## config.mk

```make
export PLATFORM = sky130hd
export DESIGN_NAME = safecrack_autodialer
export DESIGN_NICKNAME = d
export VERILOG_FILES = /design/src/rtl/safecrack_autodialer.sv
export SDC_FILE = /design/constraint.sdc
export NUM_CORES = 1
export LEC_CHECK = 0
export CORE_ASPECT_RATIO = 1.5
export CORE_UTILIZATION = 57
export CTS_BUF_LIST = sky130_fd_sc_hd__clkbuf_8
export CTS_CLUSTER_SIZE = 20
export DETAILED_ROUTE_END_ITERATION = 10
export PLACE_DENSITY = 0.75
export SLEW_MARGIN = 30
export SYNTH_ARGS = -nofsm -noshare
export SYNTH_HDL_FRONTEND = slang
export SYNTH_SLANG_ARGS = --single-unit
export TNS_END_PERCENT = 5
```

## constraint.sdc

```tcl
create_clock -name i_clk -period 3.2 [get_ports i_clk]
set_clock_uncertainty 0.15 [all_clocks]
set_input_delay 0.8 -clock i_clk [delete_from_list [all_inputs] [get_ports i_clk]]
set_output_delay 0.8 -clock i_clk [all_outputs]
set_load 0.005 [all_outputs]
```

## src/rtl/safecrack_autodialer.sv

```systemverilog
// -----------------------------------------------------------------------------
// safecrack_autodialer
//
// Purpose:
//   Automatically dials the safecrack lock through its three active-low buttons
//   and watches the lock's LEDs to find the 3-digit code (digits 0..2).
//   A red LED at digit position k prunes the whole subtree below that prefix:
//   the digit at k is advanced (with carry into earlier digits) and all later
//   digits restart at 0. The search then replays the code from d0.
//
// Ports:
//   i_clk        system clock
//   i_rst        asynchronous reset, active-high
//   i_start      1-cycle pulse; starts a search when not busy
//   i_led_red    lock error LED (active-high)
//   i_led_green  lock progress LEDs {g3,g2,g1} (active-high)
//   o_btn_n      button drive, active-low, bit d low = digit d pressed
//   o_busy       search in progress
//   o_found      sticky, code opened the lock
//   o_fail       sticky, code space exhausted
//   o_fault      sticky, inconsistent lock feedback or red LED stuck high
//   o_code       {d0,d1,d2} of the opening code, valid when o_found=1
//   o_attempts   red-LED rejections this search, saturating at 31
// -----------------------------------------------------------------------------
module safecrack_autodialer #(
  parameter int PRESS_CYCLES   = 5_000_000,
  parameter int GAP_CYCLES     = 5_000_000,
  parameter int TIMEOUT_CYCLES = 250_000_000
) (
  input  logic       i_clk,
  input  logic       i_rst,
  input  logic       i_start,
  input  logic       i_led_red,
  input  logic [2:0] i_led_green,
  output logic [2:0] o_btn_n,
  output logic       o_busy,
  output logic       o_found,
  output logic       o_fail,
  output logic       o_fault,
  output logic [5:0] o_code,
  output logic [4:0] o_attempts
);

  localparam int MAX_PG     = (PRESS_CYCLES > GAP_CYCLES) ? PRESS_CYCLES : GAP_CYCLES;
  localparam int MAX_CYCLES = (MAX_PG > TIMEOUT_CYCLES) ? MAX_PG : TIMEOUT_CYCLES;
  localparam int CW         = $clog2(MAX_CYCLES) + 1;

  localparam logic [CW-1:0] PRESS_LOAD   = CW'(PRESS_CYCLES - 1);
  localparam logic [CW-1:0] GAP_LOAD     = CW'(GAP_CYCLES - 1);
  localparam logic [CW-1:0] TIMEOUT_LOAD = CW'(TIMEOUT_CYCLES - 1);

  typedef enum logic [2:0] {
    S_IDLE,
    S_PRESS,
    S_RELEASE,
    S_CHECK,
    S_WAIT_CLR,
    S_SETTLE,
    S_DONE_OK,
    S_DONE_FAIL
  } state_t;

  state_t        r_state;
  state_t        w_nextState;
  logic [CW-1:0] r_cnt;
  logic [CW-1:0] w_cntLoad;
  logic [1:0]    r_digit [3];
  logic [1:0]    w_prunedDigit [3];
  logic          w_carry;
  logic [1:0]    r_pos;
  logic          r_exh;
  logic [1:0]    w_curDigit;
  logic [2:0]    w_pressMask;

  logic          w_startSearch;
  logic          w_advancePos;
  logic          w_prune;
  logic          w_latchCode;
  logic          w_setFound;
  logic          w_setFail;
  logic          w_setFault;
  logic          w_zeroPos;

  // The digit currently being dialled selects which single button goes low.
  // Outside PRESS every button is released, and since the state register is
  // cleared asynchronously, a reset releases the buttons immediately.
  always_comb begin
    case (r_pos)
      2'd0:    w_curDigit = r_digit[0];
      2'd1:    w_curDigit = r_digit[1];
      default: w_curDigit = r_digit[2];
    endcase
    w_pressMask = 3'b001 << w_curDigit;
    o_btn_n     = (r_state == S_PRESS) ? ~w_pressMask : 3'b111;
    o_busy      = (r_state != S_IDLE) && (r_state != S_DONE_OK) &&
                  (r_state != S_DONE_FAIL);
  end

  // Pruning after a red LED at position r_pos: later digits restart at 0, the
  // digit at r_pos is bumped, and a wrap from 2 back to 0 carries into the
  // earlier digit. A carry surviving past d0 means the whole space is spent.
  always_comb begin
    w_carry = 1'b1;
    for (int i = 2; i >= 0; i--) begin
      w_prunedDigit[i] = r_digit[i];
      if (i > int'(r_pos)) begin
        w_prunedDigit[i] = 2'd0;
      end else if (w_carry) begin
        if (r_digit[i] == 2'd2) begin
          w_prunedDigit[i] = 2'd0;
        end else begin
          w_prunedDigit[i] = r_digit[i] + 2'd1;
          w_carry          = 1'b0;
        end
      end
    end
  end

  // State register for the search sequencer.
  always_ff @(posedge i_clk or posedge i_rst) begin
    if (i_rst) begin
      r_state <= S_IDLE;
    end else begin
      r_state <= w_nextState;
    end
  end

  // Next-state decode plus one-cycle strobes that tell the datapath what to
  // update. LEDs only matter in CHECK and WAIT_CLR; every timed state leaves
  // on the cycle it sees the shared counter at zero.
  always_comb begin
    w_nextState   = r_state;
    w_startSearch = 1'b0;
    w_advancePos  = 1'b0;
    w_prune       = 1'b0;
    w_latchCode   = 1'b0;
    w_setFound    = 1'b0;
    w_setFail     = 1'b0;
    w_setFault    = 1'b0;
    w_zeroPos     = 1'b0;
    case (r_state)
      S_IDLE, S_DONE_OK, S_DONE_FAIL: begin
        if (i_start) begin
          w_startSearch = 1'b1;
          w_nextState   = S_PRESS;
        end
      end
      S_PRESS: begin
        if (r_cnt == '0) w_nextState = S_RELEASE;
      end
      S_RELEASE: begin
        if (r_cnt == '0) w_nextState = S_CHECK;
      end
      S_CHECK: begin
        if (i_led_red) begin
          w_prune     = 1'b1;
          w_nextState = S_WAIT_CLR;
        end else if (r_pos != 2'd2) begin
          w_advancePos = 1'b1;
          w_nextState  = S_PRESS;
        end else if (i_led_green == 3'b111) begin
          w_latchCode = 1'b1;
          w_setFound  = 1'b1;
          w_nextState = S_DONE_OK;
        end else begin
          w_setFault  = 1'b1;
          w_nextState = S_DONE_FAIL;
        end
      end
      S_WAIT_CLR: begin
        if (!i_led_red) begin
          if (r_exh) begin
            w_setFail   = 1'b1;
            w_nextState = S_DONE_FAIL;
          end else begin
            w_zeroPos   = 1'b1;
            w_nextState = S_SETTLE;
          end
        end else if (r_cnt == '0) begin
          w_setFault  = 1'b1;
          w_nextState = S_DONE_FAIL;
        end
      end
      S_SETTLE: begin
        if (r_cnt == '0) w_nextState = S_PRESS;
      end
      default: w_nextState = S_IDLE;
    endcase
  end

  // Reload value for the shared down-counter, chosen by the state being entered.
  always_comb begin
    case (w_nextState)
      S_PRESS:             w_cntLoad = PRESS_LOAD;
      S_RELEASE, S_SETTLE: w_cntLoad = GAP_LOAD;
      S_WAIT_CLR:          w_cntLoad = TIMEOUT_LOAD;
      default:             w_cntLoad = '0;
    endcase
  end

  // Datapath: the shared counter is loaded on every state change and counts
  // down otherwise; digits, position, flags and the attempt count follow the
  // strobes raised by the sequencer.
  always_ff @(posedge i_clk or posedge i_rst) begin
    if (i_rst) begin
      r_cnt      <= '0;
      r_digit[0] <= 2'd0;
      r_digit[1] <= 2'd0;
      r_digit[2] <= 2'd0;
      r_pos      <= 2'd0;
      r_exh      <= 1'b0;
      o_found    <= 1'b0;
      o_fail     <= 1'b0;
      o_fault    <= 1'b0;
      o_code     <= 6'd0;
      o_attempts <= 5'd0;
    end else begin
      if (w_nextState != r_state) begin
        r_cnt <= w_cntLoad;
      end else if (r_cnt != '0) begin
        r_cnt <= r_cnt - CW'(1);
      end

      if (w_startSearch) begin
        r_digit[0] <= 2'd0;
        r_digit[1] <= 2'd0;
        r_digit[2] <= 2'd0;
        r_pos      <= 2'd0;
        r_exh      <= 1'b0;
        o_found    <= 1'b0;
        o_fail     <= 1'b0;
        o_fault    <= 1'b0;
        o_attempts <= 5'd0;
      end

      if (w_advancePos) r_pos <= r_pos + 2'd1;
      if (w_zeroPos)    r_pos <= 2'd0;

      if (w_prune) begin
        r_digit[0] <= w_prunedDigit[0];
        r_digit[1] <= w_prunedDigit[1];
        r_digit[2] <= w_prunedDigit[2];
        r_exh      <= w_carry;
        if (o_attempts != 5'd31) o_attempts <= o_attempts + 5'd1;
      end

      if (w_latchCode) o_code  <= {r_digit[0], r_digit[1], r_digit[2]};
      if (w_setFound)  o_found <= 1'b1;
      if (w_setFail)   o_fail  <= 1'b1;
      if (w_setFault)  o_fault <= 1'b1;
    end
  end

endmodule

```

==> metrics.txt <==
status=complete, no violations; first-pass GRT wire length=12500 um; io pins=25; Post-Syn Area=0.00322 sq mm; mux contribution to synthesized area=3.34%; fmax=331 MHz; First-pass DRT Iterations=4; Area contributors post-synth=dfrtp_1 (43%), xor2_1 (4.1%), nand2_1 (3.8%); endpoints failing setup=0; clock latency on the worst-skew pair=320 ps; global route total overflow=0; CP endpoint kind=primary output; ANT nets after route=0; Gate Count Post-Synth=342; Port-buffer cells=24; crit path time final=3020 ps; antenna violations before repair=0; GR Util All Layers=26.6%; Worst-path clk slew=110 ps; share of the cycle needed by the critical path after routing=94.4%; Root Driver=clkbuf_8; CTS H-tree depth=2; Crit Path Category=reg -> out; crit-path cells=inv_1 > ha_1 > a22o_1 > a21oi_1 > nand3b_1 > clkdlybuf4s50_1; Post-synth EDFFs=0; final hold slack=337 ps; critical path buffer and inverter count=2; Clock Sinks=55; final WL=7100 um; register area share after synthesis=42.7%; Synth Flop Type=dfrtp_1; share of cells above drive strength 1=14.3%; Post-Syn Nets=355; Die H=94.1 um; Area Overhead vs Synth=16.2%; crit-path max cell delay=490 ps; Yosys top cell by area=dfrtp_1; CORE AREA=0.00545 sq mm; Rows=33; startpoint types=register; syn_area_per_cell=9.42 sq um; Via density=5.97; CP max stage cell=clkdlybuf4s50_1; Longest Clk Path Bufs=2; Synth Area in Compound Gates=16.6%; headroom to the max-slew limit=54.5%; Peak VDD IR=0.344 mV; max_cap viols=0; measured slew at the worst slew-check pin=682 ps; setup tns final=0 ps; largest family of logic cells by synthesized area=simple AND/OR/NAND/NOR gates; asr flop ratio synth=100%; RSZ-0062 raised after global routing=false; post-DR wirelength/cell=15.9 um; initial DRC count=164; Final WS setup=181 ps; post-synthesis simple-gate area fraction=24.7%; Final Slew Violations=0; DRC violations left=0; Syn. warnings=0; largest net degree at the start of global routing=56; LEAKAGE=1.62 nW; dpl cells=440; vias=2673; PwrDens=434 mW/mm^2; crit path DAT=2070 ps; Inserted Clock Buffers=5; Die ar.=0.00597 sq mm; WP data required=2250 ps; n_diodes=0; Final Wtd Congestion=0.883; critical path peak fanout=4; # Post-CTS Setup Buffers=0; Adder-Cell Fraction of Synth Area=2.33%; CTS tree=yes; Starting Density=59.1%; Finished Layout Cells=448; dpl hpwl=5200 um; Hold Crit Class=reg -> reg; Seq cells post-synth=55; nets=390; top cell type's share of synthesized area=42.7%; Final Hold Viols=0; Synth Area in XOR/XNOR=6.79%; Die W=63.4 um; vias in the first global route=2671; Yosys cell types=57; cell family with most CP delay=buffers and inverters; pre-CTS setup slack=41.0 ps; Util after Layout=68.7%
timing repair:
action | CTS | global route
hold buffers | 0 | 0
resized for setup | 0 | 3
endpoints found under the setup margin | 0 | 16
endpoints found under the hold margin | 0 | 0
per-stage QoR:
stage | power, mW | cell area, sq um
finish | 1.63 | 3750
global route | 1.72 | 3750
CTS | 1.63 | 3730
detailed placement | 1.15 | 3620
global placement | 1.15 | 3620
floorplan | 1.08 | 3220
layout make-up:
class	instances	area (sq um)
clock buffer	5	68.8
sequential	55	1380
tap	70	87.6
fill	459	1700
clock inverter	3	43.8
multi-input combinational	260	1750
timing repair buffer	42	375
inverter	13	48.8
final timing paths:
path	start	to	slack, ps	depth (start not counted)
worst max-delay path	r_pos[1]$_DFFE_PP0P_	o_btn_n[1]	180	6
worst min-delay path	o_found$_DFFE_PP0P_	o_found$_DFFE_PP0P_	340	1
worst max register to register	r_cnt[20]$_DFFE_PP0P_	o_attempts[3]$_DFF_PP0_	190	7
worst min register to register	o_found$_DFFE_PP0P_	o_found$_DFFE_PP0P_	340	1
max in group asynchronous	i_rst	r_cnt[2]$_DFFE_PP0P_	1610	3
min in group asynchronous	i_rst	r_cnt[26]$_DFFE_PP0P_	840	3
layout by cell type, fill, tap and decap left out, types with 6 or more instances in the layout:
master            n
buf_4            18
inv_1            12
nand2_1          33
or3_1             7
clkdlybuf4s50_1  24
or4_1             6
xnor2_1          10
xor2_1           15
o21ai_0          13
dfrtp_1          55
nand3_1          12
mux2_2            6
nor4_1           12
o211ai_1          8
a21oi_1          19
nor3_1           10
nor2_1           24
per-layer routing:
layer	track usage, %	part of all wire [%]	vias to the layer above
li1	-	-	1309
met1	31.1	40	1304
met2	49.1	55	52
met3	3.76	3.3	8
met4	8.90	1.3	0
met5	0	0	-
registers in the layout (all words and copies together), names as in the netlist:
signal      cells
o_code          6
o_found         1
r_digit         6
r_exh           1
o_attempts      5
o_fault         1
r_cnt          29
r_state         3
r_pos           2
o_fail          1
Yosys cell counts, types with 2 or more instances:
master      n
o211ai_1    8
o211a_1     2
nor4_1     12
o21ai_0    13
or4_1       6
or3b_2      3
buf_2       4
ha_1        6
or2_2       4
inv_1      13
o2111ai_1   2
and4_1      3
nand2b_1    4
a21o_1      3
xor2_1     15
mux2_2      6
nor2b_1     5
o31ai_1     3
clkbuf_1    9
dfrtp_1    55
nand3_1    12
nand2_1    33
o21ai_1     2
xnor2_1    10
a22o_1      3
or4b_2      2
nor3b_1     3
a21bo_2     2
mux2i_1     4
a21oi_1    20
nand3b_1    2
or3_1       7
nand4_1     5
nor2_1     24
nor3_1     10
a32o_1      2
and3_1      3
and2_1      3
where the power goes:
group	switching, mW	leakage (nW)	internal, mW	total, mW
Combinational	0.130	0.844	0.136	0.266
Clock	0.241	0.0581	0.234	0.475
Sequential	0.104	0.714	0.782	0.886
Total	0.475	1.62	1.15	1.63
cell families (layout without fill, tap and decap cells):
kind of cell    Yosys count  in the layout
xor+xnor                 25             25
buf+inv                  27             63
fa+ha+maj                 6              6
flops                    55             55
mux                      10             10
simple gates            145            145
compound gates           74             74
Power figures use the tool's default switching activity.
